### src/rtl/mem_seq_pkg.sv
// ---------------------------------------------------------------------------
// mem_seq_pkg
// Shared definitions for the single-port memory sequencer:
//   - STATE_W    : width of the sequencer state encoding
//   - NOP_INSN   : RISC-V canonical NOP (addi x0,x0,0), used as the fetch
//                  result after reset or after a timed-out fetch
//   - seq_state_e: sequencer states IDLE / DATA / FETCH
// ---------------------------------------------------------------------------
package mem_seq_pkg;

  localparam int STATE_W = 2;

  localparam logic [31:0] NOP_INSN = 32'h0000_0013;

  typedef enum logic [STATE_W-1:0] {
    IDLE  = 2'd0,
    DATA  = 2'd1,
    FETCH = 2'd2
  } seq_state_e;

endpackage

### src/rtl/mem_port_sequencer_timer.sv
// ---------------------------------------------------------------------------
// mem_wait_timer
// Counts cycles spent waiting for mem_ready during one memory access and
// flags expiry on the TIMEOUT-th wait cycle. Only instantiated by
// mem_port_sequencer when SEQ_TIMEOUT_EN is defined.
// Parameters:
//   TIMEOUT  number of wait cycles allowed (>= 2)
// Ports:
//   clk     in   clock, rising edge
//   rst     in   synchronous active-high reset
//   clear   in   restart the count (asserted on the cycle an access is granted)
//   enable  in   current cycle is a wait cycle (access active, no mem_ready)
//   expire  out  this wait cycle is the TIMEOUT-th one
// ---------------------------------------------------------------------------
module mem_wait_timer #(
  parameter int TIMEOUT = 64
) (
  input  logic clk,
  input  logic rst,
  input  logic clear,
  input  logic enable,
  output logic expire
);

  localparam int CNT_W = $clog2(TIMEOUT + 1);

  logic [CNT_W-1:0] count_q;

  // count_q holds the number of wait cycles already completed, so expiry is
  // seen while the TIMEOUT-th wait cycle is in progress.
  assign expire = enable && (count_q == CNT_W'(TIMEOUT - 1));

  // Wait-cycle counter, cleared at grant so each access starts from zero.
  always_ff @(posedge clk) begin
    if (rst) begin
      count_q <= '0;
    end else if (clear) begin
      count_q <= '0;
    end else if (enable && !expire) begin
      count_q <= count_q + 1'b1;
    end
  end

endmodule

### src/rtl/mem_port_sequencer.sv
// ---------------------------------------------------------------------------
// mem_port_sequencer
// Shares one memory port between instruction fetch and load/store for a
// 5-stage RISC-V pipeline. Within one pipeline step the data access (older
// instruction) is issued first, then the fetch; stall_all freezes every
// pipeline register until both requested accesses are done.
//
// Optional feature macro: SEQ_TIMEOUT_EN
//   defined   : an access that waits TIMEOUT cycles without mem_ready is
//               abandoned, mem_err pulses, result is NOP (fetch) or 0 (load)
//   undefined : accesses wait indefinitely, mem_err is tied to 0
//
// Parameters:
//   XLEN     data/address width
//   TIMEOUT  max wait cycles for mem_ready (SEQ_TIMEOUT_EN only), >= 2
// Ports:
//   clk, rst                 clock, synchronous active-high reset
//   if_req, if_addr          fetch request / address for this step
//   dm_req, dm_we, dm_addr,
//   dm_wdata                 load/store request from the MEM stage
//   mem_req, mem_we,
//   mem_addr, mem_wdata      shared memory port request side
//   mem_ready, mem_rdata     memory completion and read data
//   if_rdata, dm_rdata       results, valid when stall_all = 0
//   stall_all                hold all pipeline registers
//   mem_err                  one-cycle pulse on access timeout
// ---------------------------------------------------------------------------
module mem_port_sequencer
  import mem_seq_pkg::*;
#(
  parameter int XLEN    = 32,
  parameter int TIMEOUT = 64
) (
  input  logic            clk,
  input  logic            rst,
  input  logic            if_req,
  input  logic [XLEN-1:0] if_addr,
  input  logic            dm_req,
  input  logic            dm_we,
  input  logic [XLEN-1:0] dm_addr,
  input  logic [XLEN-1:0] dm_wdata,
  output logic            mem_req,
  output logic            mem_we,
  output logic [XLEN-1:0] mem_addr,
  output logic [XLEN-1:0] mem_wdata,
  input  logic            mem_ready,
  input  logic [XLEN-1:0] mem_rdata,
  output logic [XLEN-1:0] if_rdata,
  output logic [XLEN-1:0] dm_rdata,
  output logic            stall_all,
  output logic            mem_err
);

  seq_state_e state_q, state_d;

  logic dm_done_q;
  logic if_done_q;
  logic dm_pending;
  logic if_pending;
  logic grant_dm;
  logic grant_if;
  logic timeout_hit;

  assign dm_pending = dm_req & ~dm_done_q;
  assign if_pending = if_req & ~if_done_q;
  assign stall_all  = dm_pending | if_pending;

  assign mem_req = (state_q != IDLE);

`ifdef SEQ_TIMEOUT_EN
  logic timer_clear;
  logic timer_enable;

  // Clearing on the grant cycle means the count is zero on the first
  // cycle spent in DATA/FETCH.
  assign timer_clear  = grant_dm | grant_if;
  assign timer_enable = (state_q != IDLE) && !mem_ready;

  mem_wait_timer #(
    .TIMEOUT(TIMEOUT)
  ) u_wait_timer (
    .clk    (clk),
    .rst    (rst),
    .clear  (timer_clear),
    .enable (timer_enable),
    .expire (timeout_hit)
  );

  // mem_err is registered, so the pulse appears on the cycle after the
  // expiring wait cycle (the cycle the sequencer is back in IDLE).
  always_ff @(posedge clk) begin
    if (rst) begin
      mem_err <= 1'b0;
    end else begin
      mem_err <= timeout_hit;
    end
  end
`else
  assign timeout_hit = 1'b0;
  assign mem_err     = 1'b0;
`endif

  // State register.
  always_ff @(posedge clk) begin
    if (rst) begin
      state_q <= IDLE;
    end else begin
      state_q <= state_d;
    end
  end

  // Next-state and grant decode. Data wins over fetch because the MEM-stage
  // instruction is older than the one being fetched.
  always_comb begin
    state_d  = state_q;
    grant_dm = 1'b0;
    grant_if = 1'b0;
    case (state_q)
      IDLE: begin
        if (dm_pending) begin
          state_d  = DATA;
          grant_dm = 1'b1;
        end else if (if_pending) begin
          state_d  = FETCH;
          grant_if = 1'b1;
        end
      end
      DATA, FETCH: begin
        if (mem_ready || timeout_hit) begin
          state_d = IDLE;
        end
      end
      default: begin
        state_d = IDLE;
      end
    endcase
  end

  // Request registers, done flags and result capture. The done flags only
  // clear on the advance cycle (IDLE with nothing pending), so an access
  // whose request was withdrawn mid-flight still counts as done until then.
  always_ff @(posedge clk) begin
    if (rst) begin
      dm_done_q <= 1'b0;
      if_done_q <= 1'b0;
      mem_we    <= 1'b0;
      mem_addr  <= '0;
      mem_wdata <= '0;
      if_rdata  <= XLEN'(NOP_INSN);
      dm_rdata  <= '0;
    end else begin
      case (state_q)
        IDLE: begin
          if (!stall_all) begin
            dm_done_q <= 1'b0;
            if_done_q <= 1'b0;
          end else if (grant_dm) begin
            mem_addr  <= dm_addr;
            mem_we    <= dm_we;
            mem_wdata <= dm_wdata;
          end else if (grant_if) begin
            mem_addr  <= if_addr;
            mem_we    <= 1'b0;
          end
        end
        DATA: begin
          if (mem_ready) begin
            dm_done_q <= 1'b1;
            mem_we    <= 1'b0;
            if (!mem_we) begin
              dm_rdata <= mem_rdata;
            end
          end else if (timeout_hit) begin
            dm_done_q <= 1'b1;
            mem_we    <= 1'b0;
            if (!mem_we) begin
              dm_rdata <= '0;
            end
          end
        end
        FETCH: begin
          if (mem_ready) begin
            if_done_q <= 1'b1;
            if_rdata  <= mem_rdata;
          end else if (timeout_hit) begin
            if_done_q <= 1'b1;
            if_rdata  <= XLEN'(NOP_INSN);
          end
        end
        default: begin
        end
      endcase
    end
  end

endmodule
### config.mk
export PLATFORM = sky130hd
export DESIGN_NAME = mem_port_sequencer
export DESIGN_NICKNAME = d
export VERILOG_FILES = /design/src/rtl/mem_seq_pkg.sv /design/src/rtl/mem_port_sequencer_timer.sv /design/src/rtl/mem_port_sequencer.sv
export SDC_FILE = /design/constraint.sdc
export NUM_CORES = 1
export LEC_CHECK = 0
export ABC_CLOCK_PERIOD_IN_PS = 1360
export BUFFER_PORTS_ARGS = -buffer_cell sky130_fd_sc_hd__buf_2
export CAP_MARGIN = 20
export CORE_UTILIZATION = 35
export DETAILED_ROUTE_END_ITERATION = 16
export PLACE_DENSITY = 0.71
export REMOVE_ABC_BUFFERS = 1
export SYNTH_ARGS = -nofsm -noshare
export SYNTH_HDL_FRONTEND = slang
export SYNTH_SLANG_ARGS = --single-unit
### constraint.sdc
create_clock -name clk -period 1.36 [get_ports clk]
set_input_delay 0 -clock clk [delete_from_list [all_inputs] [get_ports clk]]
set_output_delay 0 -clock clk [all_outputs]
set_load 0.02 [all_outputs]
== Word level (Yosys, flattened, before mapping) ==
Index checks and enable logic that the tools add are counted.

* Bitwise logic cells: 6
* Equal/unequal tests: 9
* Multiplexer cells: 20
* Reductions and logical operators: 14

{| class="wikitable"
|+ Operators by type and width
! cell !! number
|-
| $mux W32 || 2
|-
| $reduce_and A3 Y1 || 5
|-
| $mux W1 || 11
|-
| $ne A2 B2 Y1 const B || 5
|-
| $reduce_bool A2 Y1 || 4
|-
| $mux W2 || 3
|-
| $ne A3 B3 Y1 const B || 2
|-
| $pmux W1 S2 || 3
|-
| $pmux W2 S2 || 1
|-
| $reduce_and A2 Y1 || 2
|-
| $reduce_and A4 Y1 || 1
|-
| $not A1 Y1 || 3
|-
| $and A1 B1 Y1 || 2
|-
| $eq A2 B1 Y1 const B || 1
|-
| $eq A2 B2 Y1 const B || 1
|-
| $logic_not A2 Y1 || 1
|-
| $reduce_or A2 Y1 || 1
|-
| $or A1 B1 Y1 || 1
|}

* Output and inout port bits: 132
* Flip-flop bits (word level): 133
* Input bits: 134

== Logic depth before layout (Yosys ltp) ==
* Word-level depth: 9
* Gate-level depth with buffers: 8
* Depth with buffers taken out: 6

== Least setup slack after synthesis ==
OpenSTA, ideal clock, no wires.

* Kind: flip-flop to flip-flop
* Start point: reg state_q[0]
* End point: reg mem_addr[17]
* Slack: -209 ps
* Period minus slack after synthesis: 1,569 ps
* Required time: 1,273 ps
* Path buffers: 1
* Stages on the path, launching flop included: 8
* Data arrival time: 1,482 ps
* Path through: dfxtp_1 inv_1 ha_1 inv_2 nor2_1 o21a_2 buf_6 a221oi_2

* Word-level cells in the longest chain between the ends: 4
* Elaborated cells on any way between the ends: 6
* Those cells by class: mux (3); reduce/logical (3)

{| class="wikitable"
|+ RTL lines
! item !! RTL line !! RTL
|-
| start: declaration || mem_port_sequencer.sv:54 || <nowiki>seq_state_e state_q, state_d;</nowiki>
|-
| start signal: assignment || mem_port_sequencer.sv:108 || <nowiki>state_q <= state_d;</nowiki>
|-
| $logic_not A2 Y1 (*) || mem_port_sequencer.sv:118, mem_port_sequencer.sv:152 ||
|-
| $mux W1 || mem_port_sequencer.sv:118 || <nowiki>case (state_q)</nowiki>
|-
| $reduce_bool A2 Y1 (no source line) || -- ||
|-
| $reduce_and A3 Y1 (no source line) || -- ||
|-
| end signal: assignment || mem_port_sequencer.sv:158 || <nowiki>mem_addr <= dm_addr;</nowiki>
|-
| end signal: assignment || mem_port_sequencer.sv:162 || <nowiki>mem_addr <= if_addr;</nowiki>
|-
| end: declaration || mem_port_sequencer.sv:44 || <nowiki>output logic [XLEN-1:0] mem_addr,</nowiki>
|}

Mark *: on every way between the ends. The rest lies on a longest branch, timed or not.
A chain may end at the register's enable or synchronous reset.

== Final worst setup path ==
* Start point: reg state_q[1]
* End point: reg mem_addr[16]

Same word-level chain as after synthesis.

==> results.yml <==
status:
  status: "complete, but fails checks"
  violations: "negative setup slack"
setup_path:
  crit_arrival_ns: 1.76
  end_kind: "flop"
  r2r_cells: 6
  critPathMaxStageDelay_ns: 0.35
  cp.required_ns: 1.64
  slowest_stage: "dfxtp_2"
  r2r_slack_ns: -0.12
  worstSetupStartpointType: "flop"
  crit_fanout: 25
  r2r-start: "state_q[1]"
  path_cells: "inv_4 -> ha_4 -> nand2_4 -> buf_12 -> mux2i_2 -> a221oi_4"
  path_class: "flop to flop"
  rr_endpoint: "mem_addr[16]"
power:
  cellPowerDensity_nw_per_um2: 1370
  power.leakage_nw: 4.32
  ir_drop_uv: 762
  power_mw: 13.0
layout:
  final_common_cell: "buf_2"
  nets: 1149
  syn2layout_area_growth_pct: 73.3
  layout_common_cells: "buf_2, nand2_1, dfxtp_1"
  finalInstanceArea_sq_um: 9490
  drive_gt1_share_pct: 44.7
worst_hold_path:
  hold_path.class: "input port to flop"
  holdPathStages: 3
  holdPathEnd: "mem_addr[19]"
  min_from: "if_addr[19]"
floorplan:
  die_w_um: 127
  dieHeight_um: 127
  initial_core_util_pct: 35.9
  rows: 45
  die_area_sq_um: 16200
  pin_count: 266
  core_sq_um: 15300
timing:
  rsz0062_at_grt: "yes"
  timing.hold.ws_ns: 0.00180
  setup_ws_ns: -0.121
  slew_viol_final: 0
  finalHoldViolCount: 0
  fin_tns_setup_ns: -3.76
  fin_crit_sh_pct: 109
  setup_viol: 93
  fin_skew_ns: 0.0105
  fmax_ghz: 0.675
  min_period_ns: 1.48
yosys:
  synth_top_cell_area_share_pct: 48.6
  synth_cells: 614
  synth_area_leader_cell: "dfxtp_1"
  synth_top_family_by_area: "simple AND/OR/NAND/NOR gates"
  ys_top_cells_by_area: "dfxtp_1, nand2_1, a21oi_1"
  ys_warn_count: 0
  yosysSeqAreaShare_pct: 48.6
  synth-compound-area-share_pct: 18.6
  synthAdderAreaFrac_pct: 0.914
  syn_area_sq_um: 5480
  synthXorXnorAreaFrac_pct: 0
  ys_ff_latch: 133
  synthSimpleGateAreaFrac_pct: 19.7
  synthMuxAreaShare_pct: 6.03
  ys_types: 36
  postSynthAreaPerCell_sq_um: 8.92
placed_design:
  gp_congestion: 0.780
  hpwl_mm: 11.1
  place_ws_ns: -0.194
  place.port_buffers: 264
  postPlaceCellArea_sq_um: 7190
drt:
  via_count: 5927
  drtIter0Drc: 159
  routed_via_density: 4.80
  ant_nets: 0
  drt-total-wl_mm: 19.6
  drc: 0
  routedWlPerCell_um: 15.8
  first_pass_iters: 4
global_routing:
  gr-usage-all-layers_pct: 22.7
  antenna_found_initial: 1
  grt_pass1_wl_mm: 28.5
  overflow: 0
  grt_pass1_vias: 5700
  grt_max_degree: 52
clock_tree:
  clkSinkCount: 133
  cts_max_path_buffers: 2
  htreeDepth: 4
  cts.clk_slew.worst_paths_ns: 0.06
  clkLatencyLatePin_ns: 0.42
  cts_tree: "yes"
  cts_buffers: 17
  cts-root-buf: "clkbuf_16"
flow_run:
  max_cap_viol_count: 0
cell type report:
class                   instances  area, sq um
fillers                      1201         5770
repair buffers                429         3210
multi-input cells             425         2730
flip-flops and latches        133         2670
clock buffers                  22          494
well taps                     211          264
clock inverters                10         95.1
inverters                       5         23.8
diodes                          1         2.50
per-stage QoR:
stage | util [%] | instances
2_1_floorplan | - | 563
3_3_place_gp | 47.1 | 1077
3_5_place_dp | 47.1 | 1077
4_1_cts | 59.9 | 1229
5_1_grt | 62.2 | 1236
6_report | 62.2 | 1236
timing repair:
item / CTS / global route
hold buffers: 117 / 0
endpoints found under the setup margin: 133 / 106
pin swaps: 1 / 14
setup buffers: 0 / 2
gates resized for setup: 33 / 50
hold endpoints to repair: 129 / 0
cloned: 3 / 6
power breakdown:
| group | leakage [nW] | internal (mW) | switching [mW] | total [mW] |
|---|---|---|---|---|
| logic | 2.94 | 1.82 | 2.11 | 3.93 |
| registers | 1.09 | 4.29 | 0.235 | 4.52 |
| clock network | 0.289 | 2.76 | 1.75 | 4.51 |
kinds of logic (layout without fill, tap and decap cells):
kind of cell / Yosys count / after routing
AO/OA/AOI/OAI: 136 / 136
adder cells (fa/ha/maj): 4 / 4
buffers and inverters: 56 / 466
flip-flops: 133 / 133
multiplexers: 33 / 33
other: 1 / 2
AND/OR/NAND/NOR: 251 / 251
flip-flops by register name (all words and copies together), names as in the netlist:
name / cells
dm_done_q: 1
dm_rdata: 32
if_done_q: 1
if_rdata: 32
mem_addr: 32
mem_wdata: 32
mem_we: 1
state_q: 2
Yosys cell counts (all sizes together):
cell / instances
dfxtp: 133
ha: 4
and2: 2
nand3: 5
a32oi: 1
o21a: 1
nand2: 197
nand2b: 5
buf: 26
o311ai: 1
a31o: 1
nor4b: 1
nand3b: 1
inv: 5
a21boi: 1
or2: 2
conb: 1
and2b: 1
a21oi: 96
a2bb2oi: 1
mux2i: 33
clkbuf: 25
o31ai: 1
a221oi: 32
and3: 1
o21ai: 1
nor2: 36
critical path: cells and delay by family, from the launching register on:
family	cells	cell delay (ns)
flops	1	0.35
mux	1	0.32
buf+inv	2	0.28
fa+ha+maj	1	0.18
simple gates	1	0.11
compound gates	1	0.10
routing by layer:
layer  share of wire, %  track usage [%]
met1                 40             24.2
met3                7.2             7.33
met2                 51             41.4
met4                2.5             9.31
met5                  0                0
how the worst max path moves through the flow:
stage                     slack, ns  startpoint           end
after floorplan               -0.90  state_q[0]  mem_addr[30]
after global placement        -0.15  state_q[0]  mem_addr[12]
after detailed placement      -0.19  state_q[0]   mem_addr[0]
after CTS                     -0.07  state_q[1]   mem_addr[0]
after global routing          -0.16  state_q[1]   mem_addr[0]
final                         -0.12  state_q[1]  mem_addr[16]
No activity file was read; power rests on OpenSTA's default activity.
